$ cat src/rtl/jtframe_rom_arb_pkg.sv
// jtframe_rom_arb_pkg: shared FSM states, SDRAM address width and OFFSETS slicing
package jtframe_rom_arb_pkg;
  localparam int SDRAM_AW = 22;
  typedef enum logic [1:0] {IDLE, REQ, WAIT} state_e;
  function automatic logic [SDRAM_AW-1:0] slot_offset(input logic [16*SDRAM_AW-1:0] offsets, input int i);
    return offsets[SDRAM_AW*i +: SDRAM_AW];
  endfunction
endpackage

$ cat src/rtl/jtframe_rom_arb_cache.sv
// jtframe_rom_arb_cache: one-word cache for a single ROM slot with hit compare and byte select
module jtframe_rom_arb_cache
  import jtframe_rom_arb_pkg::*;
#(
  parameter int AW  = 22,
  parameter bit IS8 = 1'b0
)(
  input  logic                clk,
  input  logic                rst_n,
  input  logic                clr,
  input  logic                we,
  input  logic [SDRAM_AW-1:0] we_tag,
  input  logic [15:0]         we_data,
  input  logic                cs,
  input  logic [AW-1:0]       addr,
  output logic [SDRAM_AW-1:0] wa,
  output logic                ok,
  output logic [15:0]         dout
);
  logic [SDRAM_AW-1:0] tag_q;
  logic [15:0]         data_q;
  logic                valid_q;
  assign wa   = IS8 ? SDRAM_AW'(addr >> 1) : SDRAM_AW'(addr);
  assign ok   = cs && valid_q && tag_q == wa;
  assign dout = IS8 ? {8'h00, addr[0] ? data_q[15:8] : data_q[7:0]} : data_q;
  always_ff @(posedge clk or negedge rst_n)
    if (!rst_n) begin
      tag_q   <= '0;
      data_q  <= '0;
      valid_q <= 1'b0;
    end else begin
      valid_q <= clr ? 1'b0 : we ? 1'b1 : valid_q;
      tag_q   <= we ? we_tag : tag_q;
      data_q  <= we ? we_data : data_q;
    end
endmodule

$ cat src/rtl/jtframe_rom_arb_n.sv
// jtframe_rom_arb_n: SLOTS-client ROM arbiter with per-slot one-word caches onto one SDRAM read port.
// Define JTFRAME_ROMARB_STATS_EN to add per-slot saturating grant counters on miss_cnt.
module jtframe_rom_arb_n
  import jtframe_rom_arb_pkg::*;
#(
  parameter int                          SLOTS   = 4,
  parameter int                          AW      = 22,
  parameter logic [SLOTS-1:0]            DW8     = '0,
  parameter logic [SLOTS*SDRAM_AW-1:0]   OFFSETS = '0,
  parameter int                          RR      = 0
)(
  input  logic                  clk,
  input  logic                  rst_n,
  input  logic                  downloading,
  input  logic [SLOTS-1:0]      slot_cs,
  input  logic [SLOTS*AW-1:0]   slot_addr,
  output logic [SLOTS-1:0]      slot_ok,
  output logic [SLOTS*16-1:0]   slot_dout,
  output logic                  sdram_req,
  output logic [SDRAM_AW-1:0]   sdram_addr,
  input  logic                  sdram_ack,
  input  logic                  data_rdy,
  input  logic [15:0]           data_read
`ifdef JTFRAME_ROMARB_STATS_EN
  ,
  output logic [SLOTS*16-1:0]   miss_cnt
`endif
);
  localparam logic [16*SDRAM_AW-1:0] OFF_ALL = (16*SDRAM_AW)'(OFFSETS);
  state_e              state_q, state_d;
  logic [3:0]          gnt_q, gnt_d, ptr_q, ptr_d, win;
  logic [SDRAM_AW-1:0] addr_q, addr_d, wa_q, wa_d, win_addr, win_wa;
  logic [SDRAM_AW-1:0] wa [SLOTS];
  logic [SLOTS-1:0]    miss;
  logic                found, fill;
  assign miss       = slot_cs & ~slot_ok & {SLOTS{~downloading}};
  assign fill       = state_q == WAIT && data_rdy && !downloading;
  assign sdram_req  = state_q == REQ;
  assign sdram_addr = addr_q;
  for (genvar i = 0; i < SLOTS; i++) begin : g_slot
    jtframe_rom_arb_cache #(.AW(AW), .IS8(DW8[i])) u_cache (
      .clk     (clk),
      .rst_n   (rst_n),
      .clr     (downloading),
      .we      (fill && gnt_q == 4'(i)),
      .we_tag  (wa_q),
      .we_data (data_read),
      .cs      (slot_cs[i]),
      .addr    (slot_addr[AW*i +: AW]),
      .wa      (wa[i]),
      .ok      (slot_ok[i]),
      .dout    (slot_dout[16*i +: 16])
    );
  end
  // Round-robin scans slots above the pointer first, then wraps to slot 0
  always_comb begin
    found    = 1'b0;
    win      = '0;
    win_wa   = '0;
    win_addr = '0;
    for (int s = 0; s < SLOTS; s++)
      if (!found && miss[s] && (RR == 0 || 4'(s) > ptr_q)) begin
        found = 1'b1;
        win   = 4'(s);
      end
    for (int s = 0; s < SLOTS; s++)
      if (!found && miss[s]) begin
        found = 1'b1;
        win   = 4'(s);
      end
    for (int s = 0; s < SLOTS; s++)
      if (win == 4'(s)) begin
        win_wa   = wa[s];
        win_addr = slot_offset(OFF_ALL, s) + wa[s];
      end
  end
  always_comb begin
    state_d = state_q;
    gnt_d   = gnt_q;
    ptr_d   = ptr_q;
    addr_d  = addr_q;
    wa_d    = wa_q;
    case (state_q)
      IDLE: if (found) begin
        state_d = REQ;
        gnt_d   = win;
        addr_d  = win_addr;
        wa_d    = win_wa;
        ptr_d   = RR != 0 ? win : ptr_q;
      end
      REQ:     state_d = downloading ? IDLE : sdram_ack ? WAIT : REQ;
      WAIT:    state_d = data_rdy ? IDLE : WAIT;
      default: state_d = IDLE;
    endcase
  end
  always_ff @(posedge clk or negedge rst_n)
    if (!rst_n) begin
      state_q <= IDLE;
      gnt_q   <= '0;
      ptr_q   <= 4'(SLOTS-1);
      addr_q  <= '0;
      wa_q    <= '0;
    end else begin
      state_q <= state_d;
      gnt_q   <= gnt_d;
      ptr_q   <= ptr_d;
      addr_q  <= addr_d;
      wa_q    <= wa_d;
    end
`ifdef JTFRAME_ROMARB_STATS_EN
  logic dl_q;
  always_ff @(posedge clk or negedge rst_n)
    if (!rst_n) dl_q <= 1'b0;
    else dl_q <= downloading;
  for (genvar i = 0; i < SLOTS; i++) begin : g_cnt
    logic [15:0] cnt_q;
    always_ff @(posedge clk or negedge rst_n)
      if (!rst_n) cnt_q <= '0;
      else if (downloading && !dl_q) cnt_q <= '0;
      else if (state_q == IDLE && found && win == 4'(i) && cnt_q != 16'hFFFF) cnt_q <= cnt_q + 16'd1;
    assign miss_cnt[16*i +: 16] = cnt_q;
  end
`endif
endmodule

$ cat config.mk
export PLATFORM = sky130hd
export DESIGN_NAME = jtframe_rom_arb_n
export DESIGN_NICKNAME = d
export VERILOG_FILES = /design/src/rtl/jtframe_rom_arb_pkg.sv /design/src/rtl/jtframe_rom_arb_cache.sv /design/src/rtl/jtframe_rom_arb_n.sv
export SDC_FILE = /design/constraint.sdc
export NUM_CORES = 1
export LEC_CHECK = 0
export BUFFER_PORTS_ARGS = -buffer_cell sky130_fd_sc_hd__buf_2
export CORE_MARGIN = 1.5
export CORE_UTILIZATION = 40
export DETAILED_ROUTE_END_ITERATION = 8
export GPL_TIMING_DRIVEN = 0
export SLEW_MARGIN = 40
export SYNTH_ARGS = -nofsm -noshare
export SYNTH_HDL_FRONTEND = slang
export SYNTH_SLANG_ARGS = --single-unit
export TNS_END_PERCENT = 1
$ cat constraint.sdc
create_clock -name clk -period 4.3 [get_ports clk]
set_clock_uncertainty 0.15 [all_clocks]
set_input_delay 0.86 -clock clk [delete_from_list [all_inputs] [get_ports clk]]
set_output_delay 0.86 -clock clk [all_outputs]
set_load 0.005 [all_outputs]
Word-level counts from Yosys, hierarchy flattened
Cells that the tools add are included.
{"block": "word_totals", "ramBits": 0, "mem_count": 0, "elab_cells": 101, "latchBits": 0, "input_bits": 113, "regBits": 184, "mem_bits_ro": 0, "output_inout_bits": 91}
{"block": "op_classes", "multipliers": 0, "magnitude_cmp": 0, "bitwise_logic": 4, "div_mod_pow": 0, "n_mux": 32, "n_eq_ne": 13, "add_sub_neg": 0, "shifts": 0, "reduce_logical": 37}
{"op": "equality test 22 bit", "count": 4}
{"op": "2-to-1 mux 22 bit", "count": 4}
{"op": "logical AND 1 bit", "count": 21}
{"op": "2-to-1 mux 1 bit", "count": 17}
{"op": "equality test 4 x 2 -> 1 bit, second input constant", "count": 4}
{"op": "2-to-1 mux 2 bit", "count": 7}
{"op": "2-to-1 mux 4 bit", "count": 3}
{"op": "bitwise AND 4 bit", "count": 2}
{"op": "equality test 4 x 1 -> 1 bit, second input constant", "count": 2}
{"op": "logical NOT 1 bit", "count": 8}
{"op": "logical NOT 4 bit", "count": 2}
{"op": "nonzero test 2 bit", "count": 4}
{"op": "one-hot mux 2 bit (3 select lines)", "count": 1}
{"op": "NOT 4 bit", "count": 1}
{"op": "equality test 2 x 1 -> 1 bit, second input constant", "count": 1}
{"op": "equality test 2 bit, second input constant", "count": 1}
{"op": "logical NOT 2 bit", "count": 1}
{"op": "inequality test 2 bit, second input constant", "count": 1}
{"op": "AND reduction 2 bit", "count": 1}
{"op": "NOT 1 bit", "count": 1}

Depth between registers and ports, before layout
{"block": "logic_depth", "ltp_word": 32, "depth_mapped": 9}

By module
A second synthesis with hierarchy kept.
{"block": "unflattened", "hier_cells": 780, "area_unflattened_um2": 9499.1}
{"mod": "jtframe_rom_arb_cache", "cells_each": 135, "area_each_um2": 1843.0, "seq_area_each_um2": 975.9, "n_inst": 4}
{"mod": "jtframe_rom_arb_n", "cells_each": 240, "area_each_um2": 2127.0, "seq_area_each_um2": 650.6, "n_inst": 1}

Worst setup path before layout
Ideal clock, no wire load.
{"block": "synth_path", "path_kind": "in2reg", "start": "input slot_addr[49]", "end": "register wa_q[1]", "arrival_ps": 2920, "slack_ps": 1100, "n_path_buf": 1, "cell_stages": 8, "cell_sequence": "xor2_1 > or4_1 > or4_4 > o21ai_4 > nand4b_4 > buf_6 > o32ai_1 > a21oi_1"}
{"block": "synth_between", "elab_chain_len": 27, "elab_cells_between_ends": 37, "classes_between": "4 x eq/ne; 16 x mux; 3 x bitwise; 14 x reduce/logical"}
{"element": "start, declared", "line": "jtframe_rom_arb_n.sv:16", "rtl": "input logic [SLOTS*AW-1:0] slot_addr,"}
{"element": "equality test 22 bit (*)", "line": "jtframe_rom_arb_cache.sv:24", "rtl": "assign ok = cs && valid_q && tag_q == wa;"}
{"element": "logical AND 1 bit (*)", "line": "jtframe_rom_arb_cache.sv:24"}
{"element": "NOT 4 bit (*)", "line": "jtframe_rom_arb_n.sv:36", "rtl": "assign miss = slot_cs & ~slot_ok & {SLOTS{~downloading}};"}
{"element": "bitwise AND 4 bit (*) (2 in series)", "line": "jtframe_rom_arb_n.sv:36"}
{"element": "logical AND 1 bit", "line": "jtframe_rom_arb_n.sv:62", "rtl": "if (!found && miss[s] && (RR == 0 || 4'(s) > ptr_q)) begin"}
{"element": "2-to-1 mux 1 bit", "line": "jtframe_rom_arb_n.sv:62"}
{"element": "logical NOT 1 bit", "line": "jtframe_rom_arb_n.sv:62"}
{"element": "logical AND 1 bit", "line": "jtframe_rom_arb_n.sv:62"}
{"element": "[... 7 more ...]"}
{"element": "logical NOT 1 bit", "line": "jtframe_rom_arb_n.sv:67", "rtl": "if (!found && miss[s]) begin"}
{"element": "logical AND 1 bit", "line": "jtframe_rom_arb_n.sv:67"}
{"element": "2-to-1 mux 1 bit", "line": "jtframe_rom_arb_n.sv:67"}
{"element": "logical NOT 1 bit", "line": "jtframe_rom_arb_n.sv:67"}
{"element": "logical AND 1 bit", "line": "jtframe_rom_arb_n.sv:67"}
{"element": "2-to-1 mux 4 bit", "line": "jtframe_rom_arb_n.sv:67"}
{"element": "logical NOT 4 bit", "line": "jtframe_rom_arb_n.sv:72", "rtl": "if (win == 4'(s)) begin"}
{"element": "2-to-1 mux 22 bit (4 in series)", "line": "jtframe_rom_arb_n.sv:72"}
{"element": "end signal, assigned", "line": "jtframe_rom_arb_n.sv:108", "rtl": "wa_q <= wa_d;"}
{"element": "end, declared", "line": "jtframe_rom_arb_n.sv:32", "rtl": "logic [SDRAM_AW-1:0] addr_q, addr_d, wa_q, wa_d, win_addr, win_wa;"}
Every way passes the cells marked *; elsewhere a longest branch is shown, timed or not.
A chain may end at the register's enable or synchronous reset.

Final worst setup path
{"block": "layout_path", "start": "input slot_addr[35]", "end": "register wa_q[13]"}
{"block": "layout_between", "elab_chain_len": 30, "elab_cells_between_ends": 41, "classes_between": "4 x eq/ne; 18 x mux; 3 x bitwise; 16 x reduce/logical"}
{"element": "equality test 22 bit", "line": "jtframe_rom_arb_cache.sv:24"}
{"element": "logical AND 1 bit", "line": "jtframe_rom_arb_cache.sv:24"}
{"element": "NOT 4 bit", "line": "jtframe_rom_arb_n.sv:36"}
{"element": "bitwise AND 4 bit (2 in series)", "line": "jtframe_rom_arb_n.sv:36"}
{"element": "logical AND 1 bit", "line": "jtframe_rom_arb_n.sv:62"}
{"element": "2-to-1 mux 1 bit", "line": "jtframe_rom_arb_n.sv:62"}
{"element": "logical NOT 1 bit", "line": "jtframe_rom_arb_n.sv:62"}
{"element": "logical AND 1 bit", "line": "jtframe_rom_arb_n.sv:62"}
{"element": "[... 10 more ...]"}
{"element": "logical NOT 1 bit", "line": "jtframe_rom_arb_n.sv:67"}
{"element": "logical AND 1 bit", "line": "jtframe_rom_arb_n.sv:67"}
{"element": "2-to-1 mux 1 bit", "line": "jtframe_rom_arb_n.sv:67"}
{"element": "logical NOT 1 bit", "line": "jtframe_rom_arb_n.sv:67"}
{"element": "logical AND 1 bit", "line": "jtframe_rom_arb_n.sv:67"}
{"element": "2-to-1 mux 4 bit", "line": "jtframe_rom_arb_n.sv:67"}
{"element": "logical NOT 4 bit", "line": "jtframe_rom_arb_n.sv:72"}
{"element": "2-to-1 mux 22 bit (4 in series)", "line": "jtframe_rom_arb_n.sv:72"}
Several ways; a longest one is shown, not always the timed one.

==> metrics.sh <==
HOLD_PATH_CLASS='input pin to async pin'
START_UTIL_PCT=41.1
MAX_SLEW_HEADROOM_AT_THE_WORST_PIN_PCT=48.9
GRT_SETUP_UNREPAIRED='false'
CTS_TREE='yes'
SYNTH.AREA.TOP_CELLS='sky130_fd_sc_hd__dfrtp_1, sky130_fd_sc_hd__mux2_2, sky130_fd_sc_hd__xor2_1, sky130_fd_sc_hd__o32ai_2, sky130_fd_sc_hd__xnor2_1'
CTS_SINKS=182
ANTENNA_VIOLATIONS_BEFORE_REPAIR=1
DRT-TOTAL-WL_UM=26500
INITIALDRTVIOLATIONCOUNT=366
MAX-CAP-VIOLATIONS=0
SYNTH_TOP_AREA_SHARE_PCT=52.3
NUMPORTBUFFERS=203
DP.CELLS=1166
DRT-WIRELENGTH-PER-CELL_UM=22.1
SYNTH_ENABLE_FLOP_CELLS=0
CLKLATENCYLATEPIN_NS=0.43
CRIT_PATH_START='slot_addr[35]'
FINISHED_LAYOUT_CELLS=1199
NUM_ROWS=53
DIE_AREA_UM2=22600
SYNTH-ADDER-AREA-SHARE_PCT=0
POST-ROUTE-WORST-SETUP-SLACK_NS=0.582
TIMING.CRITICAL_PATH.CELLS='buf_2, xor2_1, nor4_1, nand4_1, o211ai_1, clkbuf_1, clkbuf_1, and3_1, o22ai_1, a21oi_1'
GRTUSAGETOTAL_PCT=24.0
FINAL_NET_COUNT=1023
CRIT_PATH_END='wa_q[13]$_DFFE_PN0P_'
SYNTH_AREA_UM2=8700
MUXSHAREOFSYNTHAREA_PCT=19.3
VIASPERCELL=5.42
CTS_ROOT_BUF='sky130_fd_sc_hd__clkbuf_16'
FP.DIEW_UM=150
DETAIL_ROUTE.FIRST_PASS.ITERATIONS=5
HOLD_BUFFERS=0
SYNTH_TOP_FAMILY_BY_AREA='multiplexers'
CRITPATHREQUIREDTIME_NS=4.51
MAXSLEWVIOLCOUNT=0
FINALCRITPERIODSHARE_PCT=86.5
YS_TOP_CELLS_BY_COUNT='sky130_fd_sc_hd__dfrtp_1, sky130_fd_sc_hd__mux2_2, sky130_fd_sc_hd__xor2_1, sky130_fd_sc_hd__inv_1, sky130_fd_sc_hd__o21ai_0'
ENDPOINT_KIND='register'
SYNTHARSTFLOPSHARE_PCT=100
REPORT.FINAL.SETUP_VIOL=0
DETAILED_PLACE_HPWL_UM=19700
YOSYS.CELL_TYPES.COUNT=42
CP.DEPTH=10
PATH_DELAY_FAMILY='buffers and inverters'
CP_DATA_ARRIVAL_TIME_NS=3.93
POST-CTS-SETUP-BUFFERS=0
LAYOUT.CORE_UTILIZATION_PCT=50.7
IR_DROP_mV=0.309
YOSYSSEQAREASHARE_PCT=52.3
CRITICAL_PATH.MOST_COMMON_CELL='sky130_fd_sc_hd__clkbuf_1'
GPL.FINAL_WEIGHTED_CONGESTION=0.933
SYNTH_AREA_LEADER_CELL='sky130_fd_sc_hd__dfrtp_1'
POWER_W=0.00621
ACHIEVABLE-FREQUENCY_MHz=269
POST-ROUTE-DRC-COUNT=0
CRIT_FANOUT=10
RUN_STATUS='finished, final reports clean'
FINAL_LAYOUT_SIZE_SUFFIX_GT1_SHARE_PCT=46.0
SYNTH-COMPOUND-AREA-SHARE_PCT=9.86
POSTSYNTHNETCOUNT=799
NUMCTSBUFFERS=17
MAX-CLOCK-PATH-BUFFERS=2
SYN_TO_FINAL_GROWTH_PCT=23.2
GRT_OVERFLOW=0
CLOCK_INPUT_TRANSITION_AT_THE_SEQUENTIAL_CELLS_OF_THE_WORST_SETUP_AND_HOLD_PATHS_NS=0.07
CORE_AREA_UM2=21200
TOTAL_LEAKAGE_POWER_nW=5.48
SYNTH_SIMPLE_GATE_AREA_SHARE_PCT=5.91
FINAL_PERIOD_MINUS_WORST_SETUP_SLACK_NS=3.72
SYNTHMOSTINSTANTIATEDCELL='sky130_fd_sc_hd__dfrtp_1'
POWER_PER_CELL_AREA_nW_PER_UM2=579
HOLD_VIOL_FINAL=0
CTS_REPAIR_RESIZE_COUNT=0
GRT_MAX_DEGREE=71
IO_PINS=204
STARTPOINT_TYPES='input pin'
PATH_CLASS='input pin to register'
YS.FLOP_TYPE='sky130_fd_sc_hd__dfrtp_1'
FF2FF_PATH_DEPTH=9
SYNTH.FF_LATCH_COUNT=182
SETUP.REG_TO_REG.WORST_SLACK_NS=0.73
TIGHTESTPINTRANSITION_NS=0.766
CRITPATHMAXSTAGEDELAY_NS=0.58
WORST_R2R_STARTPOINT='g_slot[1].u_cache.tag_q[13]$_DFFE_PN0P_'
CRIT_PATH_TOP_DELAY_CELL='sky130_fd_sc_hd__nor4_1'
FIRST_GLOBAL_VIAS=6553
SYNTH_XOR_AREA_SHARE_PCT=8.86
DRTANTENNAVIOLNETS=0
SYNTH_AREA_PER_CELL_UM2=12.7
YOSYS_WARNINGS=0
HTREEDEPTH=4
PLACEMENT.SETUP.WORST_SLACK_NS=0.255
TNS_NS=0
FIRST_PASS_GRT_WIRE_LENGTH_UM=39300
PATH_BUF_INV=3
CHIPHEIGHT_UM=150
DETAILROUTE.VIA_COUNT=6497
REGTOREGENDPOINT='wa_q[13]$_DFFE_PN0P_'
SYNTH_CELLS=686
[report_power, final]
part           total, W  internal (W)  switching (W)
Clock           0.00159      0.000881       0.000707
Sequential      0.00278       0.00231       0.000477
Combinational   0.00184      0.000936       0.000900
[how the worst min path moves through the flow]
stage,from,to,slack (ns)
5_1_grt,rst_n,wa_q[5]$_DFFE_PN0P_,0.26
4_1_cts,rst_n,g_slot[0].u_cache.tag_q[3]$_DFFE_PN0P_,0.25
3_3_place_gp,g_slot[2].u_cache.dout[15]$_DFFE_PN0P_,g_slot[2].u_cache.dout[15]$_DFFE_PN0P_,0.33
2_1_floorplan,g_slot[0].u_cache.valid_q$_DFFE_PN0P_,g_slot[0].u_cache.valid_q$_DFFE_PN0P_,0.30
3_5_place_dp,g_slot[3].u_cache.dout[1]$_DFFE_PN0P_,g_slot[3].u_cache.dout[1]$_DFFE_PN0P_,0.34
6_report,rst_n,g_slot[0].u_cache.tag_q[3]$_DFFE_PN0P_,0.24
[stage by stage]
stage               cell area, um^2  hold WS (ns)
finish                        10700         0.236
global route                  10700         0.261
CTS                           10700         0.247
detailed placement            10100         0.338
global placement              10100         0.333
floorplan                      8700         0.299
[sequential cells by signal, indices dropped and copies added, names as in the netlist]
| signal | count |
|---|---|
| g_slot.u_cache.tag_q | 88 |
| g_slot.u_cache.dout | 64 |
| wa_q | 22 |
| g_slot.u_cache.valid_q | 4 |
| gnt_q | 2 |
| state_q | 2 |
[worst reg2reg max path, cell delays in order, from the launching register on]
cell and delay, ns:
sky130_fd_sc_hd__dfrtp_1 0.39, sky130_fd_sc_hd__xor2_1 0.15, sky130_fd_sc_hd__nor4_1 0.58, sky130_fd_sc_hd__nand4_1 0.19, sky130_fd_sc_hd__o211ai_1 0.56, sky130_fd_sc_hd__clkbuf_1 0.49
sky130_fd_sc_hd__clkbuf_1 0.50, sky130_fd_sc_hd__and3_1 0.24, sky130_fd_sc_hd__o22ai_1 0.08, sky130_fd_sc_hd__a21oi_1 0.16
[layout make-up]
class | count | area, um^2
Fill cell | 1905 | 10400
Multi-Input combinational cell | 433 | 3820
Buffer | 40 | 214
Inverter | 31 | 116
Clock buffer | 19 | 443
Clock inverter | 13 | 144
Sequential cell | 182 | 4550
Antenna cell | 1 | 2.50
Tap cell | 275 | 344
Timing Repair Buffer | 205 | 1080
[cell usage in the layout, fill, tap and decap left out, types with 15 or more instances in the layout]
cell	instances
sky130_fd_sc_hd__mux2_2	149
sky130_fd_sc_hd__clkbuf_16	17
sky130_fd_sc_hd__a21oi_1	23
sky130_fd_sc_hd__o22ai_1	22
sky130_fd_sc_hd__o21ai_0	29
sky130_fd_sc_hd__xnor2_1	21
sky130_fd_sc_hd__o32ai_2	15
sky130_fd_sc_hd__clkbuf_1	16
sky130_fd_sc_hd__and3_1	21
sky130_fd_sc_hd__xor2_1	67
sky130_fd_sc_hd__dfrtp_1	182
sky130_fd_sc_hd__buf_2	206
sky130_fd_sc_hd__inv_1	31
[per-layer routing]
layer / part of all wire, % / vias up / routed length, um / global-route usage, %
li1: - / 2931 / - / -
met1: 44 / 3262 / 11500 / 32.2
met2: 46 / 272 / 12200 / 38.0
met3: 8.1 / 32 / 2140 / 5.33
met4: 2.4 / 0 / 632 / 9.02
met5: 0 / - / 0 / 0
[kinds of logic (layout without fill, tap and decap cells)]
| logic type | count (synthesis) | in the layout |
|---|---|---|
| AND/OR/NAND/NOR | 85 | 85 |
| XOR/XNOR | 88 | 88 |
| AO/OA/AOI/OAI | 111 | 111 |
| multiplexers | 149 | 149 |
| other | 0 | 1 |
| flip-flops | 182 | 182 |
| buffers and inverters | 71 | 308 |
Note: power is estimated with default switching activity, not from simulation.
